`src/rtl/ctrl_pkg.sv`:
```
// Shared definitions for the multi-cycle main control FSM:
// opcodes, ALUop encodings, state encoding and the strobe bundle.
package ctrl_pkg;

    typedef enum logic [2:0] {
        S_IF  = 3'd0,
        S_ID  = 3'd1,
        S_EX  = 3'd2,
        S_MEM = 3'd3,
        S_WB  = 3'd4
    } state_t;

    localparam logic [5:0] OP_R    = 6'b000000;
    localparam logic [5:0] OP_ADDI = 6'b001100;
    localparam logic [5:0] OP_SUBI = 6'b001101;
    localparam logic [5:0] OP_SW   = 6'b010000;
    localparam logic [5:0] OP_LW   = 6'b010001;

    localparam logic [1:0] ALUOP_R   = 2'b10;
    localparam logic [1:0] ALUOP_ADD = 2'b00;
    localparam logic [1:0] ALUOP_SUB = 2'b01;

    typedef struct packed {
        logic       mem_req;
        logic       mem_read;
        logic       mem_write;
        logic       i_or_d;
        logic       ir_write;
        logic       pc_write;
        logic [1:0] alu_op;
        logic       alu_src_b;
        logic       reg_dst;
        logic       mem_to_reg;
        logic       reg_write;
        logic       ill_op;
    } ctrl_t;

    function automatic logic op_known(input logic [5:0] op);
        return (op == OP_R) || (op == OP_ADDI) || (op == OP_SUBI)
            || (op == OP_SW) || (op == OP_LW);
    endfunction

    function automatic logic op_is_mem(input logic [5:0] op);
        return (op == OP_SW) || (op == OP_LW);
    endfunction

endpackage

```
`src/rtl/ctrl_out_decode.sv`:
```
// Combinational strobe decode from the registered state, the
// IR opcode and the memory-ready handshake.
module ctrl_out_decode
    import ctrl_pkg::*;
(
    input  state_t     i_state,
    input  logic [5:0] i_opcode,
    input  logic       i_mem_ready,
    output ctrl_t      o_ctrl
);

    always_comb begin
        o_ctrl = '0;
        unique case (i_state)
            S_IF: begin
                o_ctrl.mem_req  = 1'b1;
                o_ctrl.mem_read = 1'b1;
                o_ctrl.ir_write = i_mem_ready;
                o_ctrl.pc_write = i_mem_ready;
            end
            S_ID: begin
                o_ctrl.ill_op = !op_known(i_opcode);
            end
            S_EX: begin
                o_ctrl.alu_src_b = (i_opcode != OP_R);
                unique case (1'b1)
                    (i_opcode == OP_R):    o_ctrl.alu_op = ALUOP_R;
                    (i_opcode == OP_SUBI): o_ctrl.alu_op = ALUOP_SUB;
                    default:               o_ctrl.alu_op = ALUOP_ADD;
                endcase
            end
            S_MEM: begin
                o_ctrl.mem_req   = 1'b1;
                o_ctrl.i_or_d    = 1'b1;
                o_ctrl.mem_read  = (i_opcode == OP_LW);
                o_ctrl.mem_write = (i_opcode == OP_SW);
            end
            S_WB: begin
                o_ctrl.reg_write  = 1'b1;
                o_ctrl.reg_dst    = (i_opcode == OP_R);
                o_ctrl.mem_to_reg = (i_opcode == OP_LW);
            end
            default: o_ctrl = '0;
        endcase
    end

endmodule

```
`src/rtl/multi_cycle_ctrl.sv`:
```
// Multi-cycle main control: state register, next-state logic
// and retired-instruction counter around the strobe decoder.
module multi_cycle_ctrl
    import ctrl_pkg::*;
#(
    parameter int CNT_W = 32
) (
    input  logic             clk,
    input  logic             rst,
    input  logic [5:0]       opcode,
    input  logic             mem_ready,
    output logic             mem_req,
    output logic             mem_read,
    output logic             mem_write,
    output logic             i_or_d,
    output logic             ir_write,
    output logic             pc_write,
    output logic [1:0]       ALUop,
    output logic             alu_src_b,
    output logic             reg_dst,
    output logic             mem_to_reg,
    output logic             reg_write,
    output logic             ill_op,
    output logic [CNT_W-1:0] retired,
    output logic [2:0]       state
);

    state_t           r_state;
    state_t           w_next;
    logic             w_retire;
    logic [CNT_W-1:0] r_retired;
    ctrl_t            w_ctrl;
    ctrl_t            w_out;

    ctrl_out_decode u_dec (
        .i_state     (r_state),
        .i_opcode    (opcode),
        .i_mem_ready (mem_ready),
        .o_ctrl      (w_ctrl)
    );

    always_comb begin
        w_next   = r_state;
        w_retire = 1'b0;
        unique case (r_state)
            S_IF: begin
                if (mem_ready) w_next = S_ID;
            end
            S_ID: begin
                w_next = op_known(opcode) ? S_EX : S_IF;
            end
            S_EX: begin
                w_next = op_is_mem(opcode) ? S_MEM : S_WB;
            end
            S_MEM: begin
                if (mem_ready) begin
                    if (opcode == OP_LW) begin
                        w_next = S_WB;
                    end else begin
                        w_next   = S_IF;
                        w_retire = 1'b1;
                    end
                end
            end
            S_WB: begin
                w_next   = S_IF;
                w_retire = 1'b1;
            end
            default: w_next = S_IF;
        endcase
    end

    always_ff @(posedge clk) begin
        if (rst) begin
            r_state   <= S_IF;
            r_retired <= '0;
        end else begin
            r_state <= w_next;
            if (w_retire) r_retired <= r_retired + CNT_W'(1);
        end
    end

    // reset kills any in-flight access, including a pending memory wait
    assign w_out = rst ? ctrl_t'('0) : w_ctrl;

    assign mem_req    = w_out.mem_req;
    assign mem_read   = w_out.mem_read;
    assign mem_write  = w_out.mem_write;
    assign i_or_d     = w_out.i_or_d;
    assign ir_write   = w_out.ir_write;
    assign pc_write   = w_out.pc_write;
    assign ALUop      = w_out.alu_op;
    assign alu_src_b  = w_out.alu_src_b;
    assign reg_dst    = w_out.reg_dst;
    assign mem_to_reg = w_out.mem_to_reg;
    assign reg_write  = w_out.reg_write;
    assign ill_op     = w_out.ill_op;
    assign retired    = r_retired;
    assign state      = r_state;

endmodule
```
`config.mk`:
```
export PLATFORM = sky130hd
export DESIGN_NAME = multi_cycle_ctrl
export DESIGN_NICKNAME = d
export VERILOG_FILES = /design/src/rtl/ctrl_pkg.sv /design/src/rtl/ctrl_out_decode.sv /design/src/rtl/multi_cycle_ctrl.sv
export SDC_FILE = /design/constraint.sdc
export NUM_CORES = 1
export LEC_CHECK = 0
export ABC_AREA = 1
export BUFFER_PORTS_ARGS = -buffer_cell sky130_fd_sc_hd__buf_2
export CORE_MARGIN = 2
export CORE_UTILIZATION = 43
export DETAILED_ROUTE_END_ITERATION = 16
export PLACE_DENSITY = 0.66
export SYNTH_ARGS = -nofsm -noshare
export SYNTH_HDL_FRONTEND = slang
export SYNTH_HIERARCHICAL = 1
export SYNTH_SLANG_ARGS = --single-unit
```
`constraint.sdc`:
```
create_clock -name clk -period 3.7 [get_ports clk]
set_clock_uncertainty 0.2 [all_clocks]
set_input_delay 0.185 -clock clk [delete_from_list [all_inputs] [get_ports clk]]
set_output_delay 0.185 -clock clk [all_outputs]
set_load 0.01 [all_outputs]
```
Word-level counts from Yosys, hierarchy flattened
Cells that the tools add are included.
Word-level totals
  output and inout bits: 48
  word-level logic and storage cells: 40
  register bits: 35
  bits of input ports: 9
Cells by class
  equal/unequal tests: 10
  multiplexer cells: 17
  reductions and logical operators: 10
  add/sub/neg operators: 1
Operators by type and width (number)
  adder 32 x 1 -> 32 bit (second input constant): 1
  2-to-1 mux 3 bit: 6
  2-to-1 mux 13 bit: 1
  equality test 6 x 4 -> 1 bit (second input constant): 2
  equality test 6 x 5 -> 1 bit (second input constant): 2
  one-hot mux 3 bit (4 select lines): 1
  one-hot mux 2 bit (2 select lines): 2
  equality test 3 x 2 -> 1 bit (second input constant): 2
  zero test 6 bit: 1
  2-to-1 mux 2 bit: 3
  nonzero test 6 bit: 1
  logical OR 1 bit: 5
  inequality test 2 bit (second input constant): 2
  equality test 3 x 1 -> 1 bit (second input constant): 1
  equality test 3 bit (second input constant): 1
  zero test 3 bit: 1
  2-to-1 mux 1 bit: 3
  one-hot mux 1 bit (2 select lines): 1
  AND reduction 2 bit: 1
  zero test 1 bit: 1

Logic depth before layout (Yosys ltp)
  depth in word-level cells: 8
  mapped depth: 11
  gate-level depth less buffers: 10

Hierarchy
Netlist, hierarchy kept.
By module, submodules not included
  multi_cycle_ctrl: cells each 372, sequential area each 700.7 um^2, area an instance 2253.4 um^2, times used 1
  ctrl_out_decode: cells each 42, sequential area each 0.0 um^2, area an instance 191.4 um^2, times used 1

Worst setup path before layout
Ideal clock, no wire load.
  path type: register to register
  start: register r_retired[0] (netlist: retired[0])
  end: register r_retired[30] (netlist: retired[30])
  library setup time: 113 ps
  buffers on the path: 0
  stages on the path, launching flop included: 9
  period minus slack after synthesis: 1692 ps
  data arrival time: 1379 ps
  data required time: 3387 ps
  path slack: 2008 ps
  cell sequence: dfxtp_1 > ha_1 > nand3_2 > nor2_4 > nand2_4 > nor2_8 > nand3_2 > nor2_1 > nor2_1
Between the ends
  longest elaborated chain between the ends: 1
RTL lines
  from (decl): RTL line multi_cycle_ctrl.sv:31  | logic [CNT_W-1:0] r_retired;
  from (signal assigned): RTL line multi_cycle_ctrl.sv:79  | if (w_retire) r_retired <= r_retired + CNT_W'(1);
  adder 32 x 1 -> 32 bit: RTL line multi_cycle_ctrl.sv:79
Every way passes these cells.
A chain may end at the register's enable or synchronous reset.

Worst setup path after layout
  start: register r_state[1] (netlist: state[1])
  end: register r_retired[16] (netlist: retired[16])
Between the ends
  longest elaborated chain between the ends: 2
  elaborated cells on any way between the ends: 3
  those cells by class: 2 x eq/ne; 1 x mux
RTL lines
  from (decl): RTL line multi_cycle_ctrl.sv:28  | state_t r_state;
  from (signal assigned): RTL line multi_cycle_ctrl.sv:78  | r_state <= w_next;
  equality test 3 bit or equality test 3 x 2 -> 1 bit (tied branches): RTL line multi_cycle_ctrl.sv:45  | unique case (r_state)
  one-hot mux 1 bit (2 select lines) (*): RTL line multi_cycle_ctrl.sv:45
Mark *: on every way between the ends. The rest lies on a longest branch, timed or not.

==> flow_summary.yaml <==
synth:
  synth_compound_area_share_pct: 5.37
  synth_area_sq_mm: 0.00244
  synth_cell_type_count: 31
  synth_edf_count: 0
  synth_area_per_cell_sq_um: 5.91
  synth_nets: 424
  yosys.area_share.simple_pct: 50.9
  synthArstFlopShare_pct: 0
  yosysTopAreaCell: "dfxtp_1"
  ys_warn_count: 6
  synthMuxAreaShare_pct: 0
  ys_ff_latch: 35
  synth_top_family_by_area: "simple AND/OR/NAND/NOR gates"
  synth_area_leaders: "dfxtp_1, nand2_1, nor2_1"
  synth_cells: 414
  seq_area_frac_synth_pct: 28.7
  synthAdderAreaFrac_pct: 0.512
  synth_xor_area_share_pct: 0.358
  ys.flop_type: "dfxtp_1"
  synth_top_area_share_pct: 28.7
critical_path:
  crit_type: "register to register"
  startpoint_type: "register"
  reg2regPathDepth: 10
  r2r-end: "retired[16]"
  required_ns: 3.69
  crit_chain: "nand3_1 -> nor2_1 -> nand2_1 -> nand2_1 -> buf_4 -> nand2_1 -> clkinv_1 -> nand2_1 -> nand2_1 -> nor2_1"
  cp_slowest_cell: "dfxtp_1"
  r2r-start: "state[1]"
  cp_max_fo: 42
  rrSetupSlack_ns: 1.42
  path_common_cell: "nand2_1"
  end_kind: "register"
  cpPeakStageDelay_ns: 0.50
  critPathArrivalTime_ns: 2.26
clock_network:
  numCtsBuffers: 5
  cts.sinks: 35
  clock_latency_ns: 0.28
  holdBufCountCts: 0
  clk_pin_slew_ns: 0.07
  cts-resized-gates: 0
  post_cts_buffers: 0
  root_buffer: "clkbuf_8"
  cts_tree: "built"
  cts_htree_levels: 2
  clock_path_buffers: 2
floorplan:
  die_h_um: 79.4
  rows: 27
  core-area_sq_mm: 0.00551
  pin_count: 57
  dieArea_sq_mm: 0.00631
  initial_utilization_pct: 44.4
  die_w_um: 79.4
pwr:
  comb_power_share_pct: 6.3
  pwr-share-clk_pct: 44.0
  ir_drop_mv: 0.205
  p_leak_nw: 1.42
  p_sw_w: 0.000172
  power_frac_seq_pct: 49.7
  intPower_w: 0.000591
  switching_share_pct: 22.5
  p_per_area_mw_per_mm2: 267
  total_power_w: 0.000762
sta:
  slew_viol_final: 0
  worst_slack_ns: 1.42
  fmax_mhz: 439
  finalHoldViolCount: 0
  slew_headroom_pct: 48.4
  timing.hold.ws_ns: 0.0659
  fin_crit_sh_pct: 61.5
  rsz0062_at_grt: "false"
  finalSetupViolations: 0
  period_needed_ns: 2.28
  fin_setup_tns_ns: 0
  tightest_slew_ns: 0.773
place:
  portBuffers: 56
  post-place-ws_ns: 1.45
  routabilityCongestion: 0.819
  post-dp-hpwl_um: 4340
routing:
  first_pass_iters: 4
  viasPerCell: 4.91
  routed_wl_um: 5780
  vias: 2639
  drt_iter0_drc: 125
  wl_per_cell_um: 10.7
  drc: 0
  drtAntennaViolNets: 0
cells_and_area:
  seq_area_sq_um: 701
  fillCellCount: 611
  layout-drive-gt1-share_pct: 18.5
  antennaDiodeCount: 0
  multi_input_area_sq_mm: 0.00140
  nets: 476
  synthToLayoutAreaGrowth_pct: 16.8
worst_hold_path:
  hp-class: "primary input to register"
  hp-start: "mem_ready"
  worstHoldPathCells: 3
  hold_end: "state[0]"
job:
  maxCapViolCount: 0
global_routing:
  grt_pass1_vias: 2273
  grt_usage_pct: 19.0
  grt_pass1_wl_um: 9750
  grt_remaining_overflow: 0
  antenna_found_initial: 0
  grt_max_degree: 43
run_status:
  outcome: "completed"
-- kinds of logic (layout without fill, tap and decap cells) --
| logic type | after synthesis | after routing |
|---|---|---|
| simple gates | 266 | 266 |
| buf+inv | 86 | 138 |
| flops | 35 | 35 |
| compound gates | 25 | 25 |
| fa+ha+maj | 1 | 1 |
| xor+xnor | 1 | 1 |
-- synthesized netlist by cell type (2+ instances only) --
cell      count
nand2_1     104
nor2_1       76
inv_1        69
nand3_1      40
dfxtp_1      35
nand4_1      21
a21oi_1      17
nor2_4        5
buf_4         4
inv_2         4
nor2_2        4
nor3_1        4
o21ai_0       4
clkbuf_1      3
nand3_2       3
a31oi_1       2
and2_1        2
buf_1         2
buf_2         2
nor2_8        2
-- worst max-delay path by stage --
stage,start,end,cells past startpoint
2_1_floorplan,retired[0],retired[30],8
3_3_place_gp,state[1],retired[16],10
3_5_place_dp,state[1],retired[16],10
4_1_cts,state[1],retired[16],10
5_1_grt,state[1],retired[16],10
6_report,state[1],retired[16],10
-- stage by stage --
step | cell area, sq um | instances | util (%)
after floorplan | 2440 | 414 | -
after global placement | 2750 | 531 | 50.0
after detailed placement | 2750 | 531 | 50.0
after CTS | 2860 | 538 | 51.9
after global routing | 2860 | 538 | 51.9
final | 2860 | 538 | 51.9
-- state kept, by name (all words and copies together), names as in the netlist --
| register | flops |
|---|---|
| retired | 32 |
| state | 3 |
-- placed cells by master (no fill, tap or decap), drive strengths merged, types with 5 or more instances in the layout --
cell type	count
o21ai	5
inv	73
nand3	44
dfxtp	35
a21oi	18
nor2	87
nand4	21
clkbuf	6
nand2	105
buf	57
nor3	5
-- per-layer routing --
metal	wire length, um	global-route usage, %	vias up
met3	269	4.41	5
met1	2800	24.1	1182
met2	2660	32.3	55
li1	-	-	1397
met4	55	5.34	0
met5	0	0	-
-- power groups by stage --
stage / registers [W] / clock network [W] / logic [W]
2_1_floorplan: 0.000388 / 0 / 0.0000323
3_3_place_gp: 0.000387 / 0 / 0.0000473
3_5_place_dp: 0.000387 / 0 / 0.0000482
4_1_cts: 0.000379 / 0.000344 / 0.0000483
5_1_grt: 0.000379 / 0.000358 / 0.0000554
6_report: 0.000379 / 0.000336 / 0.0000478
-- area by class of cell --
class,instances,share of cell area [%]
timing repair buffer,57,10.1
clock buffer,6,2.54
inverter,74,9.73
multi-input combinational,293,48.9
clock inverter,1,1.05
tap,72,3.16
sequential,35,24.5
-- critical path: cells and delay by family, from the launching register on --
kind / cells / cell delay (ns)
buffers and inverters: 2 / 0.54
DFF: 1 / 0.50
and+or+nand+nor: 8 / 0.96
Power figures use the tool's default switching activity.
